### src/rtl/sd1011_job_arbiter.sv
// sd1011_job_arbiter: round-robin job arbiter feeding a shared overlapping
// Mealy "1011" detector. The granted word is shifted MSB-first. The match
// count is returned together with a one-cycle done pulse.
// Optional feature macro: SD_FIRST_POS_EN adds first_vld/first_pos, which
// report the bit index of the first completed match.
module sd1011_job_arbiter #(
  parameter int NREQ   = 4,
  parameter int WORD_W = 8,
  parameter int CNT_W  = 4
) (
  input  logic                       clk,
  input  logic                       reset,
  input  logic [NREQ-1:0]            req,
  input  logic [NREQ*WORD_W-1:0]     data,
  output logic [NREQ-1:0]            gnt,
  output logic                       busy,
  output logic                       din_o,
  output logic                       dout_o,
  output logic                       done,
  output logic [$clog2(NREQ)-1:0]    done_id,
  output logic [CNT_W-1:0]           match_cnt
`ifdef SD_FIRST_POS_EN
  ,
  output logic                       first_vld,
  output logic [3:0]                 first_pos
`endif
);

  localparam int IDW = $clog2(NREQ);
  localparam int BW  = $clog2(WORD_W);

  typedef enum logic [1:0] {ST_IDLE, ST_SHIFT, ST_DONE} state_t;
  typedef enum logic [1:0] {DET_S0, DET_S1, DET_S10, DET_S101} det_t;

  state_t              state_r, state_nxt_s;
  det_t                det_r, det_nxt_s;
  logic [WORD_W-1:0]   shreg_r;
  logic [BW-1:0]       bitcnt_r;
  logic [CNT_W-1:0]    cnt_r, cnt_nxt_s;
  logic [IDW-1:0]      last_gnt_r, winner_r, win_s;
  logic                found_s;
  logic [NREQ-1:0]     gnt_r;
  logic                busy_r, done_r;
  logic [IDW-1:0]      done_id_r;
  logic [CNT_W-1:0]    match_cnt_r;
  logic                din_s, hit_s, last_bit_s;

  assign gnt       = gnt_r;
  assign busy      = busy_r;
  assign done      = done_r;
  assign done_id   = done_id_r;
  assign match_cnt = match_cnt_r;
  assign din_o     = din_s;
  assign dout_o    = hit_s;

  assign last_bit_s = (bitcnt_r == BW'(WORD_W - 1));

  // Round-robin pick: first requesting index after the last grant, wrapping.
  always_comb begin
    win_s   = '0;
    found_s = 1'b0;
    for (int k = 1; k <= NREQ; k++) begin
      if (!found_s && req[IDW'((int'(last_gnt_r) + k) % NREQ)]) begin
        found_s = 1'b1;
        win_s   = IDW'((int'(last_gnt_r) + k) % NREQ);
      end else begin
        found_s = found_s;
      end
    end
  end

  // Detector input bit, next detector state and the Mealy match decode.
  always_comb begin
    din_s     = 1'b0;
    det_nxt_s = det_r;
    hit_s     = 1'b0;
    if (state_r == ST_SHIFT) begin
      din_s = shreg_r[WORD_W-1];
    end else begin
      din_s = 1'b0;
    end
    case (det_r)
      DET_S0:   det_nxt_s = din_s ? DET_S1   : DET_S0;
      DET_S1:   det_nxt_s = din_s ? DET_S1   : DET_S10;
      DET_S10:  det_nxt_s = din_s ? DET_S101 : DET_S0;
      DET_S101: det_nxt_s = din_s ? DET_S1   : DET_S10;
      default:  det_nxt_s = DET_S0;
    endcase
    if ((state_r == ST_SHIFT) && (det_r == DET_S101) && din_s) begin
      hit_s = 1'b1;
    end else begin
      hit_s = 1'b0;
    end
  end

  // Saturating match counter next value.
  always_comb begin
    cnt_nxt_s = cnt_r;
    if (hit_s && (cnt_r != {CNT_W{1'b1}})) begin
      cnt_nxt_s = cnt_r + {{(CNT_W-1){1'b0}}, 1'b1};
    end else begin
      cnt_nxt_s = cnt_r;
    end
  end

  // Job FSM next-state decode.
  always_comb begin
    state_nxt_s = state_r;
    case (state_r)
      ST_IDLE: begin
        if (|req) state_nxt_s = ST_SHIFT;
        else      state_nxt_s = ST_IDLE;
      end
      ST_SHIFT: begin
        if (last_bit_s) state_nxt_s = ST_DONE;
        else            state_nxt_s = ST_SHIFT;
      end
      ST_DONE: state_nxt_s = ST_IDLE;
      default: state_nxt_s = ST_IDLE;
    endcase
  end

  // Job FSM state register.
  always_ff @(posedge clk or posedge reset) begin
    if (reset) state_r <= ST_IDLE;
    else       state_r <= state_nxt_s;
  end

  // Job datapath: grant capture, shifting, counting and result registers.
  always_ff @(posedge clk or posedge reset) begin
    if (reset) begin
      det_r       <= DET_S0;
      shreg_r     <= '0;
      bitcnt_r    <= '0;
      cnt_r       <= '0;
      last_gnt_r  <= IDW'(NREQ - 1);
      winner_r    <= '0;
      gnt_r       <= '0;
      busy_r      <= 1'b0;
      done_r      <= 1'b0;
      done_id_r   <= '0;
      match_cnt_r <= '0;
    end else begin
      case (state_r)
        ST_IDLE: begin
          done_r <= 1'b0;
          if (|req) begin
            gnt_r    <= {{(NREQ-1){1'b0}}, 1'b1} << win_s;
            winner_r <= win_s;
            shreg_r  <= data[int'(win_s)*WORD_W +: WORD_W];
            bitcnt_r <= '0;
            cnt_r    <= '0;
            det_r    <= DET_S0;
            busy_r   <= 1'b1;
          end
        end
        ST_SHIFT: begin
          shreg_r  <= {shreg_r[WORD_W-2:0], 1'b0};
          bitcnt_r <= bitcnt_r + {{(BW-1){1'b0}}, 1'b1};
          det_r    <= det_nxt_s;
          cnt_r    <= cnt_nxt_s;
          if (last_bit_s) begin
            gnt_r       <= '0;
            done_r      <= 1'b1;
            done_id_r   <= winner_r;
            match_cnt_r <= cnt_nxt_s;
          end
        end
        ST_DONE: begin
          done_r     <= 1'b0;
          busy_r     <= 1'b0;
          last_gnt_r <= winner_r;
        end
        default: begin
          gnt_r  <= '0;
          busy_r <= 1'b0;
          done_r <= 1'b0;
        end
      endcase
    end
  end

`ifdef SD_FIRST_POS_EN
  logic       fv_r, first_vld_r;
  logic [3:0] fp_r, first_pos_r;

  assign first_vld = first_vld_r;
  assign first_pos = first_pos_r;

  // First-match tracking within a job, published alongside done.
  always_ff @(posedge clk or posedge reset) begin
    if (reset) begin
      fv_r        <= 1'b0;
      fp_r        <= 4'd0;
      first_vld_r <= 1'b0;
      first_pos_r <= 4'd0;
    end else begin
      case (state_r)
        ST_IDLE: begin
          fv_r <= 1'b0;
          fp_r <= 4'd0;
        end
        ST_SHIFT: begin
          if (hit_s && !fv_r) begin
            fv_r <= 1'b1;
            fp_r <= 4'(bitcnt_r);
          end
          if (last_bit_s) begin
            first_vld_r <= fv_r | hit_s;
            first_pos_r <= fv_r ? fp_r : (hit_s ? 4'(bitcnt_r) : 4'd0);
          end
        end
        default: begin
          fv_r <= fv_r;
        end
      endcase
    end
  end
`endif

endmodule

### config.mk
export PLATFORM = sky130hd
export DESIGN_NAME = sd1011_job_arbiter
export DESIGN_NICKNAME = d
export VERILOG_FILES = /design/src/rtl/sd1011_job_arbiter.sv
export SDC_FILE = /design/constraint.sdc
export NUM_CORES = 1
export LEC_CHECK = 0
export CORE_MARGIN = 2
export CORE_UTILIZATION = 47
export CTS_CLUSTER_DIAMETER = 30
export CTS_CLUSTER_SIZE = 12
export DETAILED_ROUTE_END_ITERATION = 7
export GPL_TIMING_DRIVEN = 0
export PLACE_DENSITY = 0.81
export SYNTH_ARGS = -nofsm -noshare
export SYNTH_HDL_FRONTEND = slang
export SYNTH_SLANG_ARGS = --single-unit
export TNS_END_PERCENT = 1
### constraint.sdc
create_clock -name clk -period 2 [get_ports clk]
set_input_delay 0.6 -clock clk [delete_from_list [all_inputs] [get_ports clk]]
set_output_delay 0.6 -clock clk [all_outputs]
set_load 0.005 [all_outputs]
### Word-level counts from Yosys, hierarchy flattened

Cells that the tools add are included.

| cells by class | value |
|---|---|
| add/sub/neg operators | 6 |
| reduce and logical (&&, ||, !) cells | 19 |
| order comparisons | 4 |
| shift operators | 2 |
| multiplexer cells | 44 |
| bitwise gates (word level) | 2 |
| equal/unequal tests | 9 |

Operators with widths:

| cell | count |
|---|---|
| $shiftx 32x6->8 | 1 |
| $mux 1 | 18 |
| $lt 2x4->1 const B | 4 |
| $mux 2 | 8 |
| $mux 4 | 4 |
| $pmux 8 s2 | 1 |
| $pmux 4 s3 | 1 |
| $bmux 1 s2 | 4 |
| $mux 8 | 1 |
| $pmux 2 s2 | 2 |
| $pmux 4 s2 | 1 |
| $reduce_and 2->1 | 4 |
| $eq 2x2->1 const B | 3 |
| $logic_and 1x1->1 | 6 |
| $pmux 2 s3 | 1 |
| $pmux 3 s2 | 1 |
| $add 2x1->2 const B | 2 |
| $add 2x2->2 const B | 2 |
| $add 4x1->4 const B | 1 |
| $eq 2x1->1 const B | 2 |
| $logic_not 2->1 | 2 |
| $ne 2x2->1 const B | 2 |
| $ne 4x4->1 const B | 1 |
| $reduce_or 4->1 | 1 |
| other kinds (10) | 13 |

| word-level totals | value |
|---|---|
| input bits | 38 |
| bits in registers | 35 |
| output and inout port bits | 14 |
| word-level logic and storage cells | 98 |

### Longest topological paths before layout

Gate-level depths: netlist of run 1.

| logic depth | value |
|---|---|
| depth after elaboration | 17 |
| depth in mapped cells | 6 |

### Worst setup path before layout of run 1

Ideal clock, no wire load.

| timing | value |
|---|---|
| path kind | input port to flip-flop |
| start | input port req[1] |
| end | register shreg_r[0] |
| data required time | 1843 ps |
| path slack | -2 ps |
| cell stages on the path | 6 |
| library setup time | 157 ps |
| path buffers | 2 |
| arrival time | 1845 ps |
| cell sequence | or2_0 a311oi_1 buf_2 buf_4 mux2i_1 o221ai_2 |

| between the ends | value |
|---|---|
| word-level cells in the longest chain between the ends | 16 |
| elaborated cells between the ends (all ways) | 31 |
| classes of those cells | eq/ne (1); shift (1); mux (21); reduce/logical (8) |

RTL lines:

| item | RTL line | source |
|---|---|---|
| start: declaration | 13 | `input logic [NREQ-1:0] req,` |
| $bmux 1 s2 | 63 | `if (!found_s && req[IDW'((int'(last_gnt_r) + k) % NREQ)]) begin` |
| $mux 1 (implied by the code) (2 in series) | 63 |  |
| $mux 1 | 63 |  |
| $logic_not 1->1 | 63 |  |
| $logic_and 1x1->1 | 63 |  |
| $mux 1 | 63 |  |
| $logic_not 1->1 | 63 |  |
| $logic_and 1x1->1 | 63 |  |
| $mux 1 | 63 |  |
| $logic_not 1->1 | 63 |  |
| $logic_and 1x1->1 | 63 |  |
| $mux 2 | 63 |  |
| $shiftx 32x6->8 | 150 | `shreg_r <= data[int'(win_s)*WORD_W +: WORD_W];` |
| $mux 8 | 147 | `if (\|req) begin` |
| $pmux 8 s2 | 144 | `case (state_r)` |
| end signal: assignment | 150 |  |
| end signal: assignment | 158 | `shreg_r <= {shreg_r[WORD_W-2:0], 1'b0};` |
| end: declaration | 37 | `logic [WORD_W-1:0] shreg_r;` |

Several ways; a longest one is shown, not always the timed one. The select of a mux whose other input is x is not followed.
A chain may end at the register's enable or synchronous reset.

### Final worst setup path of run 1

| timing | value |
|---|---|
| start | register state_r[1] |
| end | output port dout_o |

| between the ends | value |
|---|---|
| word-level cells in the longest chain between the ends | 4 |
| elaborated cells between the ends (all ways) | 5 |
| classes of those cells | eq/ne (1); mux (2); reduce/logical (2) |

RTL lines:

| item | RTL line | source |
|---|---|---|
| start: declaration | 35 | `state_t state_r, state_nxt_s;` |
| start signal: assignment | 126 | `else state_r <= state_nxt_s;` |
| $eq 2x1->1 * | 77, 89 |  |
| $mux 1 / $logic_and 1x1->1 (equally long branches) | 77, 89 |  |
| $logic_and 1x1->1 * | 89 | `if ((state_r == ST_SHIFT) && (det_r == DET_S101) && din_s) begin` |
| $mux 1 * | 89 |  |
| end: declaration | 18 | `output logic dout_o,` |

Mark *: on every way between the ends. The rest lies on a longest branch, timed or not.

==> summary.md, run 1 <==
| Metric | Value |
|---|---|
| Overall Global Routing Usage | `0.2192` |
| Yosys warning total | `0` |
| CP required | `1400 ps` |
| Ports | `52` |
| Least-Margin Pin Slew | `about 710 ps` |
| Hold Crit Depth | `2` |
| Chip Width | `between 60 and 70 um` |
| Ys flop type | `dfrtp_1` |
| Final Max Tran Viols | `0` |
| Die ar. | `4455 um^2` |
| Syn Area/Cell | `approximately 11 um^2` |
| Via-per-instance ratio | `roughly 5.4` |
| Area contributors post-synth | `dfrtp_1 45%, mux2i_1 10%, o221ai_2 6.5%` |
| Final wirelength | `about 4200 um` |
| Sink Count | `35` |
| Clock latency on the worst-skew pair | `roughly 300 ps` |
| Setup violators final | `0` |
| P&R area growth vs syn | `39.76%` |
| CTS tree | `built` |
| Final period utilization | `0.9569` |
| Worst hold start | `match_cnt[1]$_DFFE_PP0P_` |
| Fmax | `between 0.5 and 0.6 GHz` |
| Asr flop ratio synth | `1.000` |
| P per Cell Area | `between 1000 and 1500 nW/um^2` |
| Initial antenna violation count | `0` |
| Syn_nets | `between 200 and 250` |
| Unique cell type count in the Yosys netlist | `43` |
| Power Total | `between 0.003 and 0.004 W` |
| Worst Setup End Kind | `output pin` |
| VDD IR-drop max | `~0.52 mV` |
| Cell depth of the worst flop-to-flop path | `6` |
| Die H | `approximately 67 um` |
| Data arrival, critical path | `1310 ps` |
| Ratio of cells with drive above 1 in the final layout | `0.1991` |
| Mapped Area | `~1900 um^2` |
| Total grt overflow | `0` |
| Unrepaired setup endpoints after global routing | `no` |
| Ant diodes | `0` |
| Final net count | `271` |
| Final TNS setup | `0 ps` |
| Inst Count DP | `between 200 and 300` |
| Worst-path clk slew | `70 ps` |
| Synth Instances | `between 150 and 200` |
| Initial Utilization | `0.4980` |
| GP Congestion | `approximately 0.73` |
| CP Launch Type | `register` |
| Clock buffer depth | `2` |
| Final Critical Period | `about 1900 ps` |
| WS Path Type | `reg2out` |
| Wire length per cell | `~15 um` |
| LEAKAGE | `between 1 and 1.5 nW` |
| Slack of the worst reg-to-reg path | `180 ps` |
| DR vias | `between 1500 and 2000` |
| Port bufs | `between 50 and 60` |
| Pin count of the biggest net entering global routing | `36` |
| Cell taking the most area after synthesis | `dfrtp_1` |
| WHS Endpoint | `match_cnt[1]$_DFFE_PP0P_` |
| Core Region | `~3700 um^2` |
| Core Rows | `22` |
| Count leader, synth | `dfrtp_1` |
| Worst reg2reg startpoint | `last_gnt_r[1]$_DFFE_PP1P_` |
| EDFF count, synth | `0` |
| First-iteration detailed-routing DRC count | `126` |
| CTS Buf Count | `5` |
| First-pass DRT Iterations | `6` |
| Clk_skew | `slightly above 8 ps` |
| Hold Crit Class | `reg2reg` |
| Hold_buf cts | `0` |
| H-tree depth | `2` |
| Layout Cells excl Fill | `about 280` |
| Detailed Place HPWL | `3016 um` |
| ANT nets after route | `0` |
| CP max FO | `9` |
| Number of remaining DRC errors | `0` |
| Slew margin rel. | `0.5253` |
| Status | `finished, final reports clean` |
| Synth top cells by count | `33 x dfrtp_1, 19 x mux2i_1, 16 x nand2_1, 11 x nor2_1` |
| First-pass GRT wire length | `about 7000 um` |
| Clock Tree Root | `clkbuf_8` |
| Top cell type's share of synthesized area | `0.4462` |
| Hold violation count in the final report | `0` |
| Post-synthesis sequential area ratio | `0.4746` |
| FF-to-FF End | `shreg_r[7]$_DFFE_PP0P_` |
| Number of synthesized register bits | `35` |
| Max-cap violations | `0` |
| Vias in the first global route | `1550` |
[critical path, cell delays in order, from the launching register on]
cell and delay (ps):
dfrtp_1 380, buf_6 130, nand2b_4 160, nor2_2 100, dlygate4sd2_1 240
[state kept, by name, summed over array words and instances, names as in the netlist]
| name | count |
|---|---|
| bitcnt_r | 3 |
| busy | 1 |
| cnt_r | 4 |
| det_r | 2 |
| done | 1 |
| done_id | 2 |
| gnt | 4 |
| last_gnt_r | 2 |
| match_cnt | 4 |
| shreg_r | 8 |
| state_r | 2 |
| winner_r | 2 |
[per-stage QoR]
step	hold WS (ps)	cell area (um^2)	util	setup slack, ps
after floorplan	454.9	1853	-	50.02
after global placement	464.5	2424	0.6522	-680.5
after detailed placement	469.2	2424	0.6522	-677.0
after CTS	485.8	2571	0.6919	-252.5
after global routing	523.2	2586	0.6960	20.50
final	483.7	2586	0.6960	86.19
[logic make-up (layout without fill, tap and decap cells)]
kind of cell | Yosys count | after routing | share of synthesized area
compound gates | 42 | 42 | 0.1981
xor+xnor | 1 | 1 | 0.004734
mux | 23 | 23 | 0.1271
simple gates | 49 | 49 | 0.1339
flops | 35 | 35 | 0.4746
fa+ha+maj | 3 | 3 | 0.02029
buf+inv | 15 | 78 | 0.04124
[cells in the final DEF (no fill, tap or decap), drive strengths merged, types with 3 or more instances in the layout]
cell type and instances:
nand2b 3, clkbuf 11, o221ai 8, inv 8
mux2i 19, mux2 4, a21oi 3, o21ai 8
nor2 11, buf 9, nand2 16, clkdlybuf4s50 45
dfrtp 33, a22oi 7, a22o 4, nor3 4
nand3 4, or2b 3, ha 3
[where the power goes]
part / switching [W] / total (W) / internal [W]
combinational: 0.000646 / 0.00144 / 0.000789
clock: 0.000270 / 0.000641 / 0.000371
sequential: 0.000202 / 0.00120 / 0.00100
total: 0.00112 / 0.00328 / 0.00216
[how the worst max path moves through the flow]
stage | to | cells after the start | startpoint
after floorplan | shreg_r[0]$_DFFE_PP0P_ | 6 | req[1]
after global placement | shreg_r[5]$_DFFE_PP0P_ | 7 | req[1]
after detailed placement | shreg_r[5]$_DFFE_PP0P_ | 7 | req[1]
after CTS | shreg_r[6]$_DFFE_PP0P_ | 6 | req[0]
after global routing | dout_o | 4 | state_r[1]$_DFF_PP0_
final | dout_o | 4 | state_r[1]$_DFF_PP0_
[layer usage]
metal / wire, um / vias up / GRT usage
met5: 0 / - / 0
met4: 95 / 0 / 0.1071
met3: 106 / 9 / 0.04223
met2: 2075 / 28 / 0.3600
met1: 1884 / 718 / 0.2751
li1: - / 748 / -
[timing repair]
item	in CTS	in global routing
resized for setup	12	17
buffers inserted	3	1
pin swaps	2	1
setup endpoints to repair	24	22
cloned	0	0
[cell type report]
cell class,instances,area (um^2)
clock inverter,3,43.79
tap,48,60.06
fill,287,1130
multi-input combinational,118,922.1
sequential,35,880.8
timing repair buffer,55,521.8
clock buffer,5,68.82
inverter,8,30.03
buffer,7,58.81
(Power assumes the default switching activity.)
==> run 2, diff against run 1 <==
- MAX_ROUTING_LAYER: not set -> met4
==> run 2 against run 1 <==
- setup slack is essentially flat
- critical path depth is the same
- hold slack is essentially flat
- highest routed layer unchanged
==> summary.md, run 2 (synthesis results as in run 1) <==
| Metric | Value |
|---|---|
| P&R area growth vs syn | `39.76%` |
| Worst-path clk slew | `approximately 70 ps` |
| First-iteration detailed-routing DRC count | `about 130` |
| Worst reg2reg startpoint | `state_r[1]$_DFF_PP0_` |
| WS Path Type | `reg2out` |
| Final net count | `between 200 and 300` |
| GP Congestion | `between 0.7 and 0.8` |
| Seq pwr share | `0.367` |
| Port bufs | `between 50 and 60` |
| Wire length per cell | `14.92 um` |
| DR vias | `between 1500 and 2000` |
| Unrepaired setup endpoints after global routing | `no` |
| CP Launch Type | `register` |
| Number of remaining DRC errors | `0` |
| CP max FO | `9` |
| Setup violators final | `0` |
| Clock buffer depth | `2` |
| Ratio of cells with drive above 1 in the final layout | `0.1991` |
| Part of the power in combinational logic | `0.438` |
| Fmax | `~0.52 GHz` |
| CP max-delay cell | `dfrtp_1` |
| Final Critical Period | `between 1500 and 2000 ps` |
| Clk_skew | `~8.3 ps` |
| Max stage delay on crit path | `roughly 380 ps` |
| Final wirelength | `about 4200 um` |
| Total grt overflow | `0` |
| Most used routing layer | `met2` |
| Core Rows | `22` |
| Core Region | `~3700 um^2` |
| Most frequent cells in the layout | `45 x clkdlybuf4s50_1, 31 x dfrtp_1, 19 x mux2i_1` |
| Crit-path cells | `buf_6 > nand2b_4 > nor2_2 > dlygate4sd2_1` |
| P per Cell Area | `1267 nW/um^2` |
| Most common cell after layout, fill and taps aside | `clkdlybuf4s50_1` |
| Setup crit end | `dout_o` |
| First-pass DRT Iterations | `4` |
| Hold violation count in the final report | `0` |
| Final period utilization | `0.9569` |
| Largest register FFs | `8` |
| Die H | `roughly 67 um` |
| Hold_buf cts | `0` |
| Sink Count | `35` |
| Slack of the worst reg-to-reg path | `around 180 ps` |
| Clock Tree Root | `clkbuf_8` |
| LEAKAGE | `around 1.2 nW` |
| Clock power share | `0.195` |
| Status | `finished, final reports clean` |
| VDD IR-drop max | `0.5223 mV` |
| Pin count of the biggest net entering global routing | `36` |
| Net Sw Power | `0.001117 W` |
| Sw Share | `0.3409` |
| Initial antenna violation count | `0` |
| Delay-heaviest family, CP | `flip-flops` |
| Critical Path Start | `state_r[1]$_DFF_PP0_` |
| Levels on crit path | `4` |
| Slew margin rel. | `0.5254` |
| Worst Setup End Kind | `output pin` |
| First-pass GRT wire length | `7155 um` |
| CTS Buf Count | `5` |
| Final Max Tran Viols | `0` |
| Detailed Place HPWL | `between 3000 and 4000 um` |
| Clock latency on the worst-skew pair | `roughly 300 ps` |
| Ant diodes | `0` |
| Vias in the first global route | `1552` |
| Data arrival, critical path | `~1300 ps` |
| Die ar. | `between 4000 and 5000 um^2` |
| Fin area | `roughly 2600 um^2` |
| Chip Width | `66.75 um` |
| FF-to-FF End | `shreg_r[7]$_DFFE_PP0P_` |
| Cell depth of the worst flop-to-flop path | `5` |
| Post-Route Utilization | `0.6960` |
| Met2 Resource Use GR | `0.3588` |
| Grt met1 use | `0.2751` |
| H-tree depth | `2` |
| Most flop-heavy register | `shreg_r` |
| Overall Global Routing Usage | `0.2246` |
| Via-per-instance ratio | `5.401` |
| Least-Margin Pin Slew | `710.9 ps` |
| CP required | `approximately 1400 ps` |
| ANT nets after route | `0` |
| Grt met3 use | `0.04223` |
| Initial Utilization | `0.4980` |
| Ports | `52` |
| CTS tree | `built` |
| CP bufs+invs | `2` |
| Pint | `approximately 0.0022 W` |
| Placed inst area | `~2400 um^2` |
| Max-cap violations | `0` |
| Hold Crit Class | `reg2reg` |
[run 2: how the worst min path moves through the flow]
stage	from	end	slack, ps	cells after the start
after global placement	match_cnt[1]$_DFFE_PP0P_	match_cnt[1]$_DFFE_PP0P_	460	2
after floorplan	winner_r[1]$_DFFE_PP0N_	winner_r[1]$_DFFE_PP0N_	450	2
final	match_cnt[1]$_DFFE_PP0P_	match_cnt[1]$_DFFE_PP0P_	480	2
after CTS	match_cnt[1]$_DFFE_PP0P_	match_cnt[1]$_DFFE_PP0P_	490	2
after detailed placement	match_cnt[1]$_DFFE_PP0P_	match_cnt[1]$_DFFE_PP0P_	470	2
after global routing	gnt[2]$_DFFE_PP0P_	gnt[2]$_DFFE_PP0P_	520	1
[run 2: final cells by class]
cell class	instances	area, um^2
multi-input combinational	118	922.1
timing repair buffer	55	521.8
fill	287	1130
sequential	35	880.8
buffer	7	58.81
tap	48	60.06
clock buffer	5	68.82
inverter	8	30.03
clock inverter	3	43.79
[run 2: metal layers]
metal  vias up  part of all wire
li1        748                 -
met1       720              0.45
met2        28              0.49
met3        11             0.027
met4         0             0.027
met5         -                 0
[run 2: repair_timing]
item | in CTS | in global routing
setup buffers | 3 | 1
endpoints found under the hold margin | 0 | 0
cloned | 0 | 0
setup endpoints to repair | 24 | 22
resized for setup | 12 | 17
pin swaps | 2 | 1
[run 2: worst min-delay path, cell delays in order (launching register included)]
cell,delay (ps)
dfrtp_1,340
nand2_1,50
o21ai_0,60
[run 2: stage by stage]
step                instances  setup slack (ps)  TNS, ps  total power, W  hold WS (ps)
global route              279             20.51        0        0.003510         522.9
global placement          267            -680.5   -16940        0.002508         464.5
detailed placement        267            -677.0   -18560        0.002548         469.2
finish                    279             86.19        0        0.003277         483.7
CTS                       278            -252.5    -3160        0.003252         485.8
floorplan                 168             50.02        0        0.002034         454.9
[run 2: power by group through the flow]
stage | registers, W | clock network [W] | logic [W]
global route | 0.00124 | 0.000685 | 0.00159
finish | 0.00120 | 0.000641 | 0.00143
detailed placement | 0.00120 | 0 | 0.00135
global placement | 0.00119 | 0 | 0.00132
CTS | 0.00120 | 0.000646 | 0.00141
floorplan | 0.00116 | 0 | 0.000872
==> run 3, diff against run 2 <==
- REMOVE_ABC_BUFFERS: not set -> 1
==> run 3 against run 2 <==
- hold slack better by 9.1 ps
- largest power group unchanged
- critical path type is now in2reg
- via count up 3.3%
- sequential cell count unchanged
- highest routed layer unchanged
==> summary.md, run 3 (synthesis results as in run 1) <==
| Metric | Value |
|---|---|
| Seq pwr share | `0.381` |
| Number of remaining DRC errors | `0` |
| Clock power share | `0.154` |
| FILL cells | `~290` |
| Wire length per cell | `between 15 and 20 um` |
| Most flop-heavy register | `shreg_r` |
| H-tree depth | `2` |
| CP required | `2140 ps` |
| Sink Count | `35` |
| Reg area | `approximately 900 um^2` |
| DR vias | `~1600` |
| Net Sw Power | `~0.0011 W` |
| GP Congestion | `around 0.8` |
| Worst Setup End Kind | `register` |
| CP max-delay cell | `dlygate4sd2_1` |
| Inst Count DP | `between 200 and 300` |
| Max stage delay on crit path | `~290 ps` |
| Setup violators final | `0` |
| CP max FO | `8` |
| Crit-path cells | `dlygate4sd2_1 > or2_0 > a311oi_4 > buf_6 > buf_8 > mux2i_2 > o221ai_2` |
| First-pass GRT wire length | `around 7500 um` |
| Core Rows | `22` |
| Final Critical Period | `about 2000 ps` |
| Chip Width | `66.75 um` |
| Sw Share | `0.3548` |
| Placed inst area | `between 2000 and 2500 um^2` |
| Hold violation count in the final report | `0` |
| Core Region | `roughly 3700 um^2` |
| Initial Utilization | `0.4980` |
| Clock Tree Root | `clkbuf_8` |
| Pin count of the biggest net entering global routing | `36` |
| Clock buffer depth | `2` |
| Total grt overflow | `0` |
| Least-Margin Pin Slew | `between 700 and 800 ps` |
| Multi-input logic area | `between 900 and 1000 um^2` |
| Hold_buf cts | `0` |
| Port bufs | `slightly above 50` |
| Die ar. | `between 4000 and 5000 um^2` |
| Slew margin rel. | `0.5243` |
| VDD IR-drop max | `around 0.57 mV` |
| Final wirelength | `around 4500 um` |
| P per Cell Area | `between 1000 and 1500 nW/um^2` |
| Final net count | `~270` |
| Part of the power in combinational logic | `0.465` |
| First-pass DRT Iterations | `4` |
| WS Path Type | `in2reg` |
| Die H | `between 60 and 70 um` |
| Pint | `just over 0.002 W` |
| Power Total | `about 0.0032 W` |
| Worst-path clk slew | `70 ps` |
| Unrepaired setup endpoints after global routing | `yes` |
| CP bufs+invs | `3` |
| Final Max Tran Viols | `0` |
| Ant diodes | `0` |
| Fin area | `roughly 2600 um^2` |
| Data arrival, critical path | `between 2000 and 2500 ps` |
| Clock latency on the worst-skew pair | `approximately 290 ps` |
| Worst hold slack | `492.8 ps` |
| First-iteration detailed-routing DRC count | `between 60 and 70` |
| Detailed Place HPWL | `3129 um` |
| LEAKAGE | `~1.1 nW` |
| Most common cell after layout, fill and taps aside | `clkdlybuf4s50_1` |
| Clk_skew | `8.204 ps` |
| Overall Global Routing Usage | `0.2353` |
| PnR worst setup slack | `22.94 ps` |
| Layout Cells excl Fill | `approximately 280` |
| Max-cap violations | `0` |
| Ratio of cells with drive above 1 in the final layout | `0.1850` |
| Vias in the first global route | `1610` |
| Via-per-instance ratio | `5.662` |
| CTS tree | `built` |
| ANT nets after route | `0` |
| CP Launch Type | `primary input` |
| Delay-heaviest family, CP | `buffers and inverters` |
| Fmax | `a little over 0.5 GHz` |
| Hold Crit Class | `reg2reg` |
| Final period utilization | `0.9885` |
| P&R area growth vs syn | `40.16%` |
| CTS Buf Count | `5` |
| Ports | `52` |
| Most frequent cells in the layout | `45 x clkdlybuf4s50_1, 31 x dfrtp_1, 18 x mux2i_1` |
| Largest register FFs | `8` |
| Initial antenna violation count | `0` |
| Dpl ws | `-679.8 ps` |
| Status | `finished, final reports clean` |
[run 3: path summary, 6_finish.rpt]
kind	start	endpoint	slack [ps]	depth (start not counted)
setup / recovery	req[1]	shreg_r[6]$_DFFE_PP0P_	20	7
hold / removal	match_cnt[1]$_DFFE_PP0P_	match_cnt[1]$_DFFE_PP0P_	490	2
setup reg to reg	state_r[1]$_DFF_PP0_	shreg_r[6]$_DFFE_PP0P_	30	5
hold reg to reg	match_cnt[1]$_DFFE_PP0P_	match_cnt[1]$_DFFE_PP0P_	490	2
max in group asynchronous	reset	state_r[1]$_DFF_PP0_	760	2
min in group asynchronous	reset	shreg_r[4]$_DFFE_PP0P_	740	2
[run 3: metal layers]
metal  GRT usage  up-vias  share of wire
li1            -      733              -
met5           -        -              0
met4     0.06122        0          0.014
met1      0.2721      784           0.43
met3     0.05574        7          0.029
met2      0.4113       33           0.53
[run 3: power groups by stage]
| stage | logic (W) | registers, W | clock network [W] |
|---|---|---|---|
| floorplan | 0.000834 | 0.00117 | 0 |
| global placement | 0.00126 | 0.00119 | 0 |
| detailed placement | 0.00134 | 0.00122 | 0 |
| CTS | 0.00149 | 0.00121 | 0.000498 |
| global route | 0.00163 | 0.00125 | 0.000540 |
| finish | 0.00149 | 0.00122 | 0.000493 |
[run 3: layout make-up]
class | instances | area share
Clock inverter | 2 | 0.004824
Inverter | 8 | 0.01158
Clock buffer | 6 | 0.02798
Tap cell | 48 | 0.02315
Timing Repair Buffer | 58 | 0.2248
Multi-Input combinational cell | 118 | 0.3681
Sequential cell | 35 | 0.3396
[run 3: what timing repair did]
action / in CTS / in global routing
endpoints found under the setup margin: 30 / 9
cloned: 1 / 0
resized for setup: 18 / 3
pin swaps: 4 / 4
setup buffers: 5 / 0
[run 3: per-stage QoR]
step                      setup TNS [ps]  utilization
after CTS                              0       0.6980
after floorplan                   -19150            -
final                                  0       0.6980
after detailed placement          -16730       0.6478
after global placement            -38260       0.6391
after global routing              -76.00       0.6980
[run 3: tightest hold or removal path, delay by kind of cell, from the launching register on]
kind | cells | cell delay [ps]
DFF | 1 | 350
AOI/OAI and AO/OA | 1 | 60
and+or+nand+nor | 1 | 50
